**src/rtl/bd_pkg.sv**
```systemverilog
// Shared encodings for the block-device port: command codes, host FSM states
// and block geometry defaults.
package bd_pkg;

   localparam logic [1:0] BD_CMD_IDLE  = 2'b00;
   localparam logic [1:0] BD_CMD_READ  = 2'b01;
   localparam logic [1:0] BD_CMD_WRITE = 2'b10;

   localparam int BD_WORDS_PER_BLK = 256;
   localparam int BD_TIMEOUT       = 1000000;
   localparam int BD_TMO_W         = 24;

   typedef enum logic [2:0] {
      IDLE      = 3'd0,
      WAIT_RDY  = 3'd1,
      START     = 3'd2,
      WAIT_BSY  = 3'd3,
      XFER      = 3'd4,
      WAIT_DONE = 3'd5,
      DONE      = 3'd6,
      ERR       = 3'd7
   } bd_state_e;

   function automatic logic [1:0] bd_cmd_enc(input logic is_write);
      return is_write ? BD_CMD_WRITE : BD_CMD_READ;
   endfunction

endpackage

```
**src/rtl/bd_host_ctrl.sv**
```systemverilog
// Host end of the block-device port: sequences one-block read/write commands
// and streams 16-bit words between the client and the device.
//
// state     | meaning
// ----------+-----------------------------------------------------------
// IDLE      | accepting a client request
// WAIT_RDY  | waiting for device ready and not busy
// START     | one-cycle command strobe to the device
// WAIT_BSY  | waiting for the device to accept (busy) or reject (err)
// XFER      | moving words, one per strobe
// WAIT_DONE | last word moved; waiting for device idle and read drain
// DONE      | one-cycle completion pulse
// ERR       | one-cycle abort pulse, read holding register flushed
module bd_host_ctrl
   import bd_pkg::*;
#(
   parameter int WORDS_PER_BLK = BD_WORDS_PER_BLK,
   parameter int TIMEOUT       = BD_TIMEOUT
) (
   input  logic        clk,
   input  logic        reset,
   input  logic        req_valid,
   input  logic        req_write,
   input  logic [23:0] req_addr,
   output logic        req_ready,
   input  logic [15:0] wdata,
   input  logic        wdata_valid,
   output logic        wdata_ready,
   output logic [15:0] rdata,
   output logic        rdata_valid,
   input  logic        rdata_ready,
   output logic        done,
   output logic        err,
   output logic        err_timeout,
   output logic [1:0]  bd_cmd,
   output logic        bd_start,
   input  logic        bd_bsy,
   input  logic        bd_rdy,
   input  logic        bd_err,
   output logic [23:0] bd_addr,
   output logic [15:0] bd_data_in,
   input  logic [15:0] bd_data_out,
   output logic        bd_rd,
   output logic        bd_wr,
   input  logic        bd_iordy
);

   localparam int CNT_W = $clog2(WORDS_PER_BLK) + 1;
   localparam logic [CNT_W-1:0]    CNT_LAST = CNT_W'(WORDS_PER_BLK - 1);
   localparam logic [BD_TMO_W-1:0] TMO_LAST = BD_TMO_W'(TIMEOUT - 1);

   bd_state_e            state_q, state_d;
   logic                 write_q, write_d;
   logic [23:0]          addr_q, addr_d;
   logic [CNT_W-1:0]     cnt_q, cnt_d;
   logic [BD_TMO_W-1:0]  tmo_q, tmo_d;
   logic [15:0]          rdata_q, rdata_d;
   logic                 rvalid_q, rvalid_d;
   logic                 err_tmo_q, err_tmo_d;

   logic strobe;
   logic tmo_en;
   logic tmo_hit;

   assign tmo_hit     = (tmo_q == TMO_LAST);
   assign rdata       = rdata_q;
   assign rdata_valid = rvalid_q;
   assign err_timeout = err_tmo_q;

   always_comb begin
      state_d     = state_q;
      write_d     = write_q;
      addr_d      = addr_q;
      cnt_d       = cnt_q;
      err_tmo_d   = err_tmo_q;
      strobe      = 1'b0;
      tmo_en      = 1'b0;
      req_ready   = 1'b0;
      wdata_ready = 1'b0;
      bd_wr       = 1'b0;
      bd_rd       = 1'b0;
      bd_start    = 1'b0;
      bd_cmd      = BD_CMD_IDLE;
      bd_addr     = 24'd0;
      bd_data_in  = 16'd0;
      done        = 1'b0;
      err         = 1'b0;

      unique case (state_q)
         IDLE: begin
            req_ready = 1'b1;
            cnt_d     = '0;
            if (req_valid) begin
               write_d   = req_write;
               addr_d    = req_addr;
               err_tmo_d = 1'b0;
               state_d   = WAIT_RDY;
            end
         end
         WAIT_RDY: begin
            tmo_en = 1'b1;
            if (bd_rdy && !bd_bsy) begin
               state_d = START;
            end else if (tmo_hit) begin
               err_tmo_d = 1'b1;
               state_d   = ERR;
            end
         end
         START: begin
            bd_start = 1'b1;
            state_d  = WAIT_BSY;
         end
         WAIT_BSY: begin
            tmo_en = 1'b1;
            if (bd_bsy) begin
               state_d = XFER;
            end else if (bd_err) begin
               state_d = ERR;
            end else if (tmo_hit) begin
               err_tmo_d = 1'b1;
               state_d   = ERR;
            end
         end
         XFER: begin
            tmo_en = 1'b1;
            // A device error masks the strobe in the same cycle it is seen.
            if (write_q) begin
               bd_data_in  = wdata;
               strobe      = bd_iordy & wdata_valid & ~bd_err;
               bd_wr       = strobe;
               wdata_ready = strobe;
            end else begin
               strobe = bd_iordy & (~rvalid_q | rdata_ready) & ~bd_err;
               bd_rd  = strobe;
            end
            if (bd_err) begin
               state_d = ERR;
            end else if (strobe) begin
               cnt_d = cnt_q + 1'b1;
               if (cnt_q == CNT_LAST) begin
                  state_d = WAIT_DONE;
               end
            end else if (tmo_hit) begin
               err_tmo_d = 1'b1;
               state_d   = ERR;
            end
         end
         WAIT_DONE: begin
            tmo_en = 1'b1;
            if (!bd_bsy && bd_err) begin
               state_d = ERR;
            end else if (!bd_bsy && (write_q || !rvalid_q)) begin
               state_d = DONE;
            end else if (tmo_hit) begin
               err_tmo_d = 1'b1;
               state_d   = ERR;
            end
         end
         DONE: begin
            done    = 1'b1;
            state_d = IDLE;
         end
         ERR: begin
            err     = 1'b1;
            state_d = IDLE;
         end
         default: state_d = IDLE;
      endcase

      if (state_q inside {START, WAIT_BSY, XFER, WAIT_DONE}) begin
         bd_cmd  = bd_cmd_enc(write_q);
         bd_addr = addr_q;
      end
   end

   always_comb begin
      tmo_d = '0;
      if (tmo_en && (state_d == state_q) && !strobe) begin
         tmo_d = tmo_q + 1'b1;
      end
   end

   // One-entry read holding register; a new capture wins over a take.
   always_comb begin
      rdata_d  = rdata_q;
      rvalid_d = rvalid_q;
      if (bd_rd) begin
         rdata_d  = bd_data_out;
         rvalid_d = 1'b1;
      end else if (rdata_ready) begin
         rvalid_d = 1'b0;
      end
      if (state_d == ERR) begin
         rvalid_d = 1'b0;
      end
   end

   always_ff @(posedge clk) begin
      if (reset) begin
         state_q   <= IDLE;
         write_q   <= 1'b0;
         addr_q    <= 24'd0;
         cnt_q     <= '0;
         tmo_q     <= '0;
         rdata_q   <= 16'd0;
         rvalid_q  <= 1'b0;
         err_tmo_q <= 1'b0;
      end else begin
         state_q   <= state_d;
         write_q   <= write_d;
         addr_q    <= addr_d;
         cnt_q     <= cnt_d;
         tmo_q     <= tmo_d;
         rdata_q   <= rdata_d;
         rvalid_q  <= rvalid_d;
         err_tmo_q <= err_tmo_d;
      end
   end

endmodule

```
**config.mk**
```make
export PLATFORM = sky130hd
export DESIGN_NAME = bd_host_ctrl
export DESIGN_NICKNAME = d
export VERILOG_FILES = /design/src/rtl/bd_pkg.sv /design/src/rtl/bd_host_ctrl.sv
export SDC_FILE = /design/constraint.sdc
export NUM_CORES = 1
export LEC_CHECK = 0
export ABC_CLOCK_PERIOD_IN_PS = 3690
export BUFFER_PORTS_ARGS = -buffer_cell sky130_fd_sc_hd__buf_2
export CAP_MARGIN = 20
export CORE_AREA = 8 8 123 125
export CTS_BUF_LIST = sky130_fd_sc_hd__clkbuf_8
export DETAILED_ROUTE_END_ITERATION = 16
export DIE_AREA = 0 0 131 133
export PLACE_DENSITY = 0.55
export SYNTH_ARGS = -nofsm -noshare
export SYNTH_HDL_FRONTEND = slang
export SYNTH_SLANG_ARGS = --single-unit
export TNS_END_PERCENT = 5
```
**constraint.sdc**
```tcl
create_clock -name clk -period 3.69 [get_ports clk]
set_clock_uncertainty 0.1 [all_clocks]
set_input_delay 0 -clock clk [delete_from_list [all_inputs] [get_ports clk]]
set_output_delay 0 -clock clk [all_outputs]
set_load 0.01 [all_outputs]
```
==> flow_metrics.py <==
metrics = {
    "run_status": {
        "status": "completed",
    },
    "routing": {
        "drcViolationCount": 0,
        "ant_nets": 0,
        "wl_per_cell_um": 13.3,
        "drt_iter0_markers": 171,
        "viasPerCell": 4.58,
        "num_vias": 3781,
        "firstDrtPassIters": 4,
        "wl_um": 11000,
    },
    "timing": {
        "hold_viol_final": 0,
        "max_freq_mhz": 387,
        "worst_slack_ns": 1.11,
        "setup_viol": 0,
        "tightest_slew_ns": 0.940,
        "whs_ns": 0.113,
        "post-route-min-period_ns": 2.58,
        "drv_slew": 0,
        "tns_ns": 0,
        "grt_setup_unrepaired": "false",
        "relSlewSlack": 0.373,
        "fin_crit_sh": 0.700,
    },
    "floorplanning": {
        "start_util": 0.296,
        "die_area_sq_um": 17400,
        "num_io_pins": 133,
        "die_height_um": 133,
        "rows": 42,
        "die_x_um": 131,
        "core_area_sq_um": 13100,
    },
    "power": {
        "sw_frac_of_total": 0.268,
        "combPwrFrac": 0.118,
        "cellPowerDensity_nw_per_um2": 323,
        "internal-power_uw": 1240,
        "power.switching_uw": 452,
        "ir_drop_mv": 0.138,
        "p_clk_frac": 0.352,
        "seqPwrFrac": 0.530,
        "p_leak_uw": 0.00215,
    },
    "worst_setup_path": {
        "worstPathMaxFanout": 23,
        "crit_required_ns": 3.59,
        "crit_type": "reg -> out",
        "cp.arrival_ns": 2.48,
        "crit_path_start": "state_q[1]$_SDFF_PP0_",
        "cp-end-kind": "output pin",
        "r2r_start": "state_q[1]$_SDFF_PP0_",
        "cp-start-kind": "register",
    },
    "logic_synthesis": {
        "yosysWarnings": 0,
        "synth_edf_count": 0,
        "synth_ff_type": "dfxtp_1",
        "ys_types": 50,
        "syn-num-nets": 553,
        "netlist_area_sq_um": 3870,
        "avgSynthCellArea_sq_um": 8.00,
        "async_flop_share": 0,
        "ys_seq_area_frac": 0.409,
        "synth-seq-cells": 79,
        "synth_cells": 484,
    },
    "clock_tree": {
        "cts_buffers": 9,
        "clkLatencyLatePin_ns": 0.36,
        "cts_root_buffer": "clkbuf_8",
        "postCtsSetupBuffers": 0,
        "cts_resized": 0,
        "clockBufferDepth": 2,
        "cts_sinks": 79,
        "clk_pin_slew_ns": 0.08,
        "htree_levels": 3,
        "cts_tree": "built",
    },
    "cells_and_area": {
        "final_cell_mix": "132 x buf_2, 86 x nand2_1, 79 x dfxtp_1",
        "n_antenna_cell": 0,
        "final_nets": 713,
        "layout-drive-gt1-share": 0.280,
        "final_common_cell": "buf_2",
        "utilization": 0.400,
        "area_delta_synth_final_pct": 35.3,
    },
    "worst_hold_path": {
        "hold_path_class": "in -> reg",
        "worstHoldStart": "bd_rdy",
    },
    "placement": {
        "place.port_buffers": 132,
        "gp_congestion": 0.825,
        "hpwl_um": 7790,
        "dp_slack_ns": 1.11,
    },
    "global_routing": {
        "antenna_found_initial": 0,
        "grt_first_pass_wirelength_um": 17900,
        "grt_pass1_vias": 3776,
        "grt.total_usage": 0.128,
        "grt_overflow": 0,
        "grt_max_degree": 52,
    },
    "run": {
        "drv_cap": 0,
    },
}
## per-stage QoR
stage,total power [uW],cells,area [sq um]
2_1_floorplan,1010,484,3870
3_3_place_gp,1070,766,4620
3_5_place_dp,1080,766,4620
4_1_cts,1730,825,5240
5_1_grt,1790,825,5240
6_report,1690,825,5240
## critical path: stages (launching register included)
cell and delay (ns):
dfxtp_1 0.53, or3b_4 0.50, or4_4 0.66, inv_4 0.26
buf_2 0.19
## area by class of cell
| cell class | instances | area [sq um] |
|---|---|---|
| tap | 176 | 220 |
| clock buffer | 10 | 138 |
| sequential | 79 | 1580 |
| clock inverter | 6 | 45.0 |
| inverter | 11 | 43.8 |
| multi-input combinational | 364 | 2090 |
| timing repair buffer | 179 | 1120 |
| fill | 1347 | 7850 |
## sequential cells by signal (all words and copies together), names as in the netlist
| register | flops |
|---|---|
| cnt_q | 9 |
| addr_q | 24 |
| err_timeout | 1 |
| tmo_q | 24 |
| rdata_valid | 1 |
| state_q | 3 |
| write_q | 1 |
| rdata | 16 |
## cell families (layout without fill, tap and decap cells)
kind of cell	after synthesis	after routing	synth area share
adder cells (fa/ha/maj)	3	3	0.00970
AND/OR/NAND/NOR	257	257	0.337
flip-flops	79	79	0.409
XOR/XNOR	25	25	0.0566
buffers and inverters	41	206	0.0540
AO/OA/AOI/OAI	79	79	0.134
## Yosys cell counts, drive strengths merged, types with 6 or more instances
| library cell | n | area, sq um |
|---|---|---|
| nand2 | 95 | 379 |
| dfxtp | 79 | 1580 |
| a21oi | 51 | 289 |
| and2 | 46 | 288 |
| nor2 | 42 | 158 |
| clkbuf | 23 | 86.3 |
| xnor2 | 16 | 140 |
| nor3 | 12 | 60.1 |
| inv | 11 | 43.8 |
| nand3 | 10 | 50.1 |
| xor2 | 9 | 78.8 |
| o21ai | 8 | 40.0 |
| buf | 7 | 78.8 |
| nand2b | 7 | 43.8 |
| nor2b | 7 | 43.8 |
| and4 | 6 | 52.6 |
## repair_timing
item                                    in CTS  in global routing
endpoints found under the hold margin       43                  0
endpoints found under the setup margin       0                  0
hold buffers                                43                  0
## worst paths after layout
kind | to | slack (ns) | depth (start not counted)
hold / removal | state_q[2]$_SDFF_PP0_ | 0.11 | 4
setup / recovery | bd_rd | 1.11 | 4
setup reg to reg | cnt_q[0]$_SDFFE_PP0P_ | 1.11 | 6
hold reg to reg | tmo_q[0]$_SDFF_PP0_ | 0.34 | 1
## metal layers
metal | part of all wire | track usage | wire [um]
met5 | 0 | 0 | 0
met4 | 0.018 | 0.0613 | 197
met3 | 0.060 | 0.0229 | 664
met2 | 0.51 | 0.225 | 5550
met1 | 0.42 | 0.143 | 4580
## power by group through the flow
stage	sequential (uW)	clock, uW	combinational, uW
2_1_floorplan	904	0	108
3_3_place_gp	913	0	162
3_5_place_dp	915	0	165
4_1_cts	895	630	201
5_1_grt	900	662	224
6_report	895	594	199
(Power assumes the default switching activity.)
